### config.mk
export PLATFORM = sky130hd
export DESIGN_NAME = memory_arbiter
export DESIGN_NICKNAME = d
export VERILOG_FILES = /design/src/rtl/memory_arbiter.sv
export SDC_FILE = /design/constraint.sdc
export NUM_CORES = 1
export LEC_CHECK = 0
export ABC_CLOCK_PERIOD_IN_PS = 4100
export CORE_MARGIN = 2
export CORE_UTILIZATION = 25
export CTS_CLUSTER_DIAMETER = 120
export DETAILED_ROUTE_END_ITERATION = 10
export PLACE_DENSITY_LB_ADDON = 0.05
export RECOVER_POWER = 50
export SLEW_MARGIN = 20
export SYNTH_ARGS = -nofsm -noshare
export SYNTH_HDL_FRONTEND = slang
export SYNTH_SLANG_ARGS = --single-unit
### constraint.sdc
create_clock -name clock_i -period 4.1 [get_ports clock_i]
set_input_delay 0.82 -clock clock_i [delete_from_list [all_inputs] [get_ports clock_i]]
set_output_delay 0.82 -clock clock_i [all_outputs]
set_load 0.03 [all_outputs]
### src/rtl/memory_arbiter.sv
// memory_arbiter: round-robin req/ack arbiter sharing one memory between two requesters, with a clear sweep
//   clock_i          system clock, rising edge
//   reset_ni         asynchronous active-low reset
//   mX_req_i/mX_write_i/mX_address_i/mX_write_data_i   requester X access (held until mX_ack_o)
//   mX_ack_o         combinational grant, access happens at this edge
//   mX_read_valid_o/mX_read_data_o   registered read result, valid one cycle after a read ack
//   clear_start_i/clear_busy_o       start / progress of the zeroing sweep
//   mem_*            drive to and combinational read data from the memory instance
module memory_arbiter #(
  parameter int CELL_COUNT = 256
) (
  input  logic       clock_i,
  input  logic       reset_ni,
  input  logic       m0_req_i,
  input  logic       m0_write_i,
  input  logic [7:0] m0_address_i,
  input  logic [7:0] m0_write_data_i,
  output logic       m0_ack_o,
  output logic       m0_read_valid_o,
  output logic [7:0] m0_read_data_o,
  input  logic       m1_req_i,
  input  logic       m1_write_i,
  input  logic [7:0] m1_address_i,
  input  logic [7:0] m1_write_data_i,
  output logic       m1_ack_o,
  output logic       m1_read_valid_o,
  output logic [7:0] m1_read_data_o,
  input  logic       clear_start_i,
  output logic       clear_busy_o,
  output logic [7:0] mem_read_address_o,
  output logic [7:0] mem_write_address_o,
  output logic [7:0] mem_write_data_o,
  output logic       mem_write_enable_o,
  input  logic [7:0] mem_read_data_i
);
  typedef enum logic {IDLE, CLEAR} state_t;
  state_t     state_q, state_d;
  logic       last_q, last_d;
  logic [7:0] cnt_q, cnt_d;
  logic       rv0_q, rv0_d, rv1_q, rv1_d;
  logic [7:0] rd0_q, rd0_d, rd1_q, rd1_d;
  logic       clr, done, g0, g1;
  assign clr  = state_q == CLEAR;
  assign done = cnt_q == 8'(CELL_COUNT - 1);
  // last_q names the previous winner (1 = m1), so on contention the other side wins;
  // reset_ni gates grants so an asserted reset suppresses side effects without waiting for an edge
  assign g0 = reset_ni & ~clr & m0_req_i & (~m1_req_i | last_q);
  assign g1 = reset_ni & ~clr & m1_req_i & (~m0_req_i | ~last_q);
  assign m0_ack_o            = g0;
  assign m1_ack_o            = g1;
  assign clear_busy_o        = clr;
  assign mem_write_enable_o  = reset_ni & (clr | (g0 & m0_write_i) | (g1 & m1_write_i));
  assign mem_write_address_o = clr ? cnt_q : g0 ? m0_address_i : g1 ? m1_address_i : 8'h00;
  assign mem_read_address_o  = mem_write_address_o;
  assign mem_write_data_o    = g0 ? m0_write_data_i : g1 ? m1_write_data_i : 8'h00;
  assign m0_read_valid_o     = rv0_q;
  assign m1_read_valid_o     = rv1_q;
  assign m0_read_data_o      = rd0_q;
  assign m1_read_data_o      = rd1_q;
  always_comb begin
    state_d = clr ? (done ? IDLE : CLEAR) : (clear_start_i ? CLEAR : IDLE);
    cnt_d   = (clr && !done) ? cnt_q + 8'd1 : 8'h00;
    last_d  = g0 ? 1'b0 : g1 ? 1'b1 : last_q;
    rv0_d   = g0 & ~m0_write_i;
    rv1_d   = g1 & ~m1_write_i;
    rd0_d   = rv0_d ? mem_read_data_i : rd0_q;
    rd1_d   = rv1_d ? mem_read_data_i : rd1_q;
  end
  always_ff @(posedge clock_i or negedge reset_ni) begin
    if (!reset_ni) begin
      state_q <= IDLE;
      last_q  <= 1'b1;
      cnt_q   <= 8'h00;
      rv0_q   <= 1'b0;
      rv1_q   <= 1'b0;
      rd0_q   <= 8'h00;
      rd1_q   <= 8'h00;
    end else begin
      state_q <= state_d;
      last_q  <= last_d;
      cnt_q   <= cnt_d;
      rv0_q   <= rv0_d;
      rv1_q   <= rv1_d;
      rd0_q   <= rd0_d;
      rd1_q   <= rd1_d;
    end
  end
endmodule

==> results.py <==
metrics = {
    "outcome": {
        "outcome": "finished, final reports clean",
    },
    "power_and_ir_drop": {
        "irDropWorstVdd_mv": 0.135,
        "total_power_mw": 0.574,
        "leakage_nw": 1.11,
        "powerDensity_nw_per_um2": 237,
    },
    "cts": {
        "post_cts_buffers": 0,
        "clock-root-buffer": "clkbuf_8",
        "cts_buffer_depth": 2,
        "ctsResizeCount": 0,
        "clock-sinks": 28,
        "hold_buffers": 0,
        "cts_max_level": 1,
        "insertion_delay_ps": 270,
        "cts_buffers": 3,
        "clk_pin_slew_ps": 100,
        "cts_tree": "built",
    },
    "routing": {
        "drc": 0,
        "ant_nets": 0,
        "num_vias": 1329,
        "routed_via_density": 4.63,
        "drt_iter0_drc": 38,
        "wl_per_cell_um": 14.8,
        "drtPass1Iterations": 4,
        "drt_wl_total_mm": 4.25,
    },
    "floorplan": {
        "rows": 28,
        "die_w_um": 81.6,
        "coreArea_um2": 5850,
        "initial_utilization_pct": 25.7,
        "dieArea_um2": 6650,
        "io_pins": 93,
        "die_h_um": 81.6,
    },
    "synthesis": {
        "syn_inst": 127,
        "yosys.area.top_type": "dfrtp_1",
        "synth.distinct_cells": 35,
        "ys_seq_area_share_pct": 46.7,
        "synth_edf_count": 0,
        "ys_ff_latch": 28,
        "synthesis.nets": 175,
        "yosysWarnings": 0,
        "yosys-top-cells-count": "dfrtp_1 (27), mux2_2 (16), and2_1 (9), buf_4 (9)",
        "postSynthAreaPerCell_um2": 11.8,
        "yosysMostFrequentCell": "dfrtp_1",
        "yosysTopAreaCellShare_pct": 44.9,
        "async_flop_share_pct": 100,
        "synth-main-ff-cell": "dfrtp_1",
        "syn_area_um2": 1500,
        "yosys-top-cells-area": "dfrtp_1 (45%), mux2_2 (12%), a221o_2 (6.0%)",
    },
    "final_layout": {
        "drive_gt1_share_pct": 32.1,
        "nNetsFinal": 261,
        "diodes": 0,
        "area_delta_synth_final_pct": 61.3,
        "fin_cells": 287,
    },
    "job": {
        "drv_cap": 0,
    },
    "timing": {
        "finalHoldViolations": 0,
        "finalCritPeriodShare_pct": 86.1,
        "fmax_mhz": 283,
        "tightest_slew_ps": 1400,
        "rsz0062_at_grt": "false",
        "slew_headroom_pct": 6.07,
        "setup-tns-final_ps": 0,
        "finalSetupViolCount": 0,
        "timing.final.crit_period_ps": 3530,
        "fin_skew_ps": 4.63,
        "maxSlewViolCount": 0,
    },
    "placement": {
        "port_buffers": 92,
        "dp.cells": 283,
        "globalplace.congestion": 0.768,
        "post-dp-hpwl_mm": 3.30,
    },
    "setup_path": {
        "r2r-start": "clear_busy_o",
        "path_max_fanout": 18,
        "end_kind": "primary output",
        "cp-start-kind": "input pin",
        "critical_path_cell_count": 5,
        "path_buf_inv": 2,
        "reg2reg_depth": 3,
        "crit_family": "compound AO/OA/AOI/OAI gates",
        "regToRegSetupSlack_ps": 1670,
        "critical_path_class": "input pin to primary output",
        "slowest_delay_ps": 640,
        "crit_required_ps": 3280,
        "r2r_end": "m1_read_data_o[3]",
        "path_cells": "dlygate4sd3_1, nand3b_1, a21oi_2, a221o_2, buf_4",
        "slowest_stage": "a21oi_2",
        "arrival_ps": 2710,
    },
    "global_route": {
        "track_usage_pct": 12.6,
        "grt_pass1_wl_mm": 6.62,
        "grt_pass1_vias": 1394,
        "grt_overflow": 0,
        "grt_max_degree": 28,
        "antenna_found_initial": 0,
    },
    "worst_hold_path": {
        "hold_start": "m1_read_data_o[4]",
        "holdPathEnd": "m1_read_data_o[4]",
        "whs_path_depth": 1,
        "hp-class": "register to register",
    },
}
-- metal layers --
| metal | vias to the layer above | global-route usage [%] | share of wire [%] |
|---|---|---|---|
| met4 | 0 | 3.90 | 0.99 |
| met1 | 614 | 15.7 | 41 |
| met2 | 78 | 21.1 | 44 |
| met3 | 4 | 3.52 | 13 |
| met5 | - | 0 | 0 |
| li1 | 633 | - | - |
-- placed cells by master, fill, tap and decap left out, types with 3 or more instances in the layout --
cell type	instances
nand2_1	3
a221o_2	8
dlygate4sd3_1	12
nand3_1	3
buf_4	27
clkdlybuf4s50_1	53
a22o_2	8
mux2_2	16
dfrtp_1	27
and2_1	9
a21oi_1	5
inv_1	6
nor2_1	4
o21ai_0	4
clkbuf_8	3
-- sequential cells by signal, indices dropped and copies added, names as in the netlist --
register,count
m1_read_valid_o,1
cnt_q,8
clear_busy_o,1
m0_read_data_o,8
last_q,1
m1_read_data_o,8
m0_read_valid_o,1
-- final cells by class --
type,instances,area [µm²]
fill,554,3420
timing repair buffer,93,873
sequential,28,702
multi-input combinational,81,663
tap,75,93.8
clock buffer,3,41.3
clock inverter,1,30.0
inverter,6,22.5
-- worst register-to-register path, cell delays in order, from the launching register on --
cell and delay, ps:
dfrtp_1 530, nand3b_1 270, a211oi_1 1100, mux2_2 440
-- kinds of logic (layout without fill, tap and decap cells) --
family,count (synthesis),in the layout,share of synthesized area [%]
AO/OA/AOI/OAI,32,32,18.7
AND/OR/NAND/NOR,30,30,12.6
flip-flops,28,28,46.7
buffers and inverters,18,103,7.99
multiplexers,16,16,12.0
XOR/XNOR,2,2,1.16
adder cells (fa/ha/maj),1,1,0.832
-- worst max path at each step --
stage / from / end / slack, ps
2_1_floorplan: reset_ni / mem_write_address_o[6] / 1150
3_3_place_gp: reset_ni / mem_read_address_o[0] / 670
3_5_place_dp: reset_ni / mem_write_address_o[3] / 590
4_1_cts: reset_ni / mem_write_address_o[3] / 590
5_1_grt: reset_ni / mem_read_address_o[3] / 420
6_report: reset_ni / mem_read_address_o[3] / 570
-- metrics by stage --
step / util (%) / hold WS [ps] / setup WS, ps / instance area (µm²)
6_report: 41.5 / 514 / 571 / 2430
5_1_grt: 41.5 / 538 / 421 / 2430
3_3_place_gp: 40.6 / 490 / 667 / 2370
4_1_cts: 41.8 / 524 / 595 / 2440
2_1_floorplan: - / 504 / 1150 / 1500
3_5_place_dp: 40.6 / 499 / 595 / 2370
-- power breakdown --
group | leakage (nW) | switching [mW] | internal, mW
registers | 0.365 | 0.00232 | 0.280
logic | 0.713 | 0.0259 | 0.0499
clock network | 0.0357 | 0.0854 | 0.131
total | 1.11 | 0.114 | 0.461
(Power assumes the default switching activity.)
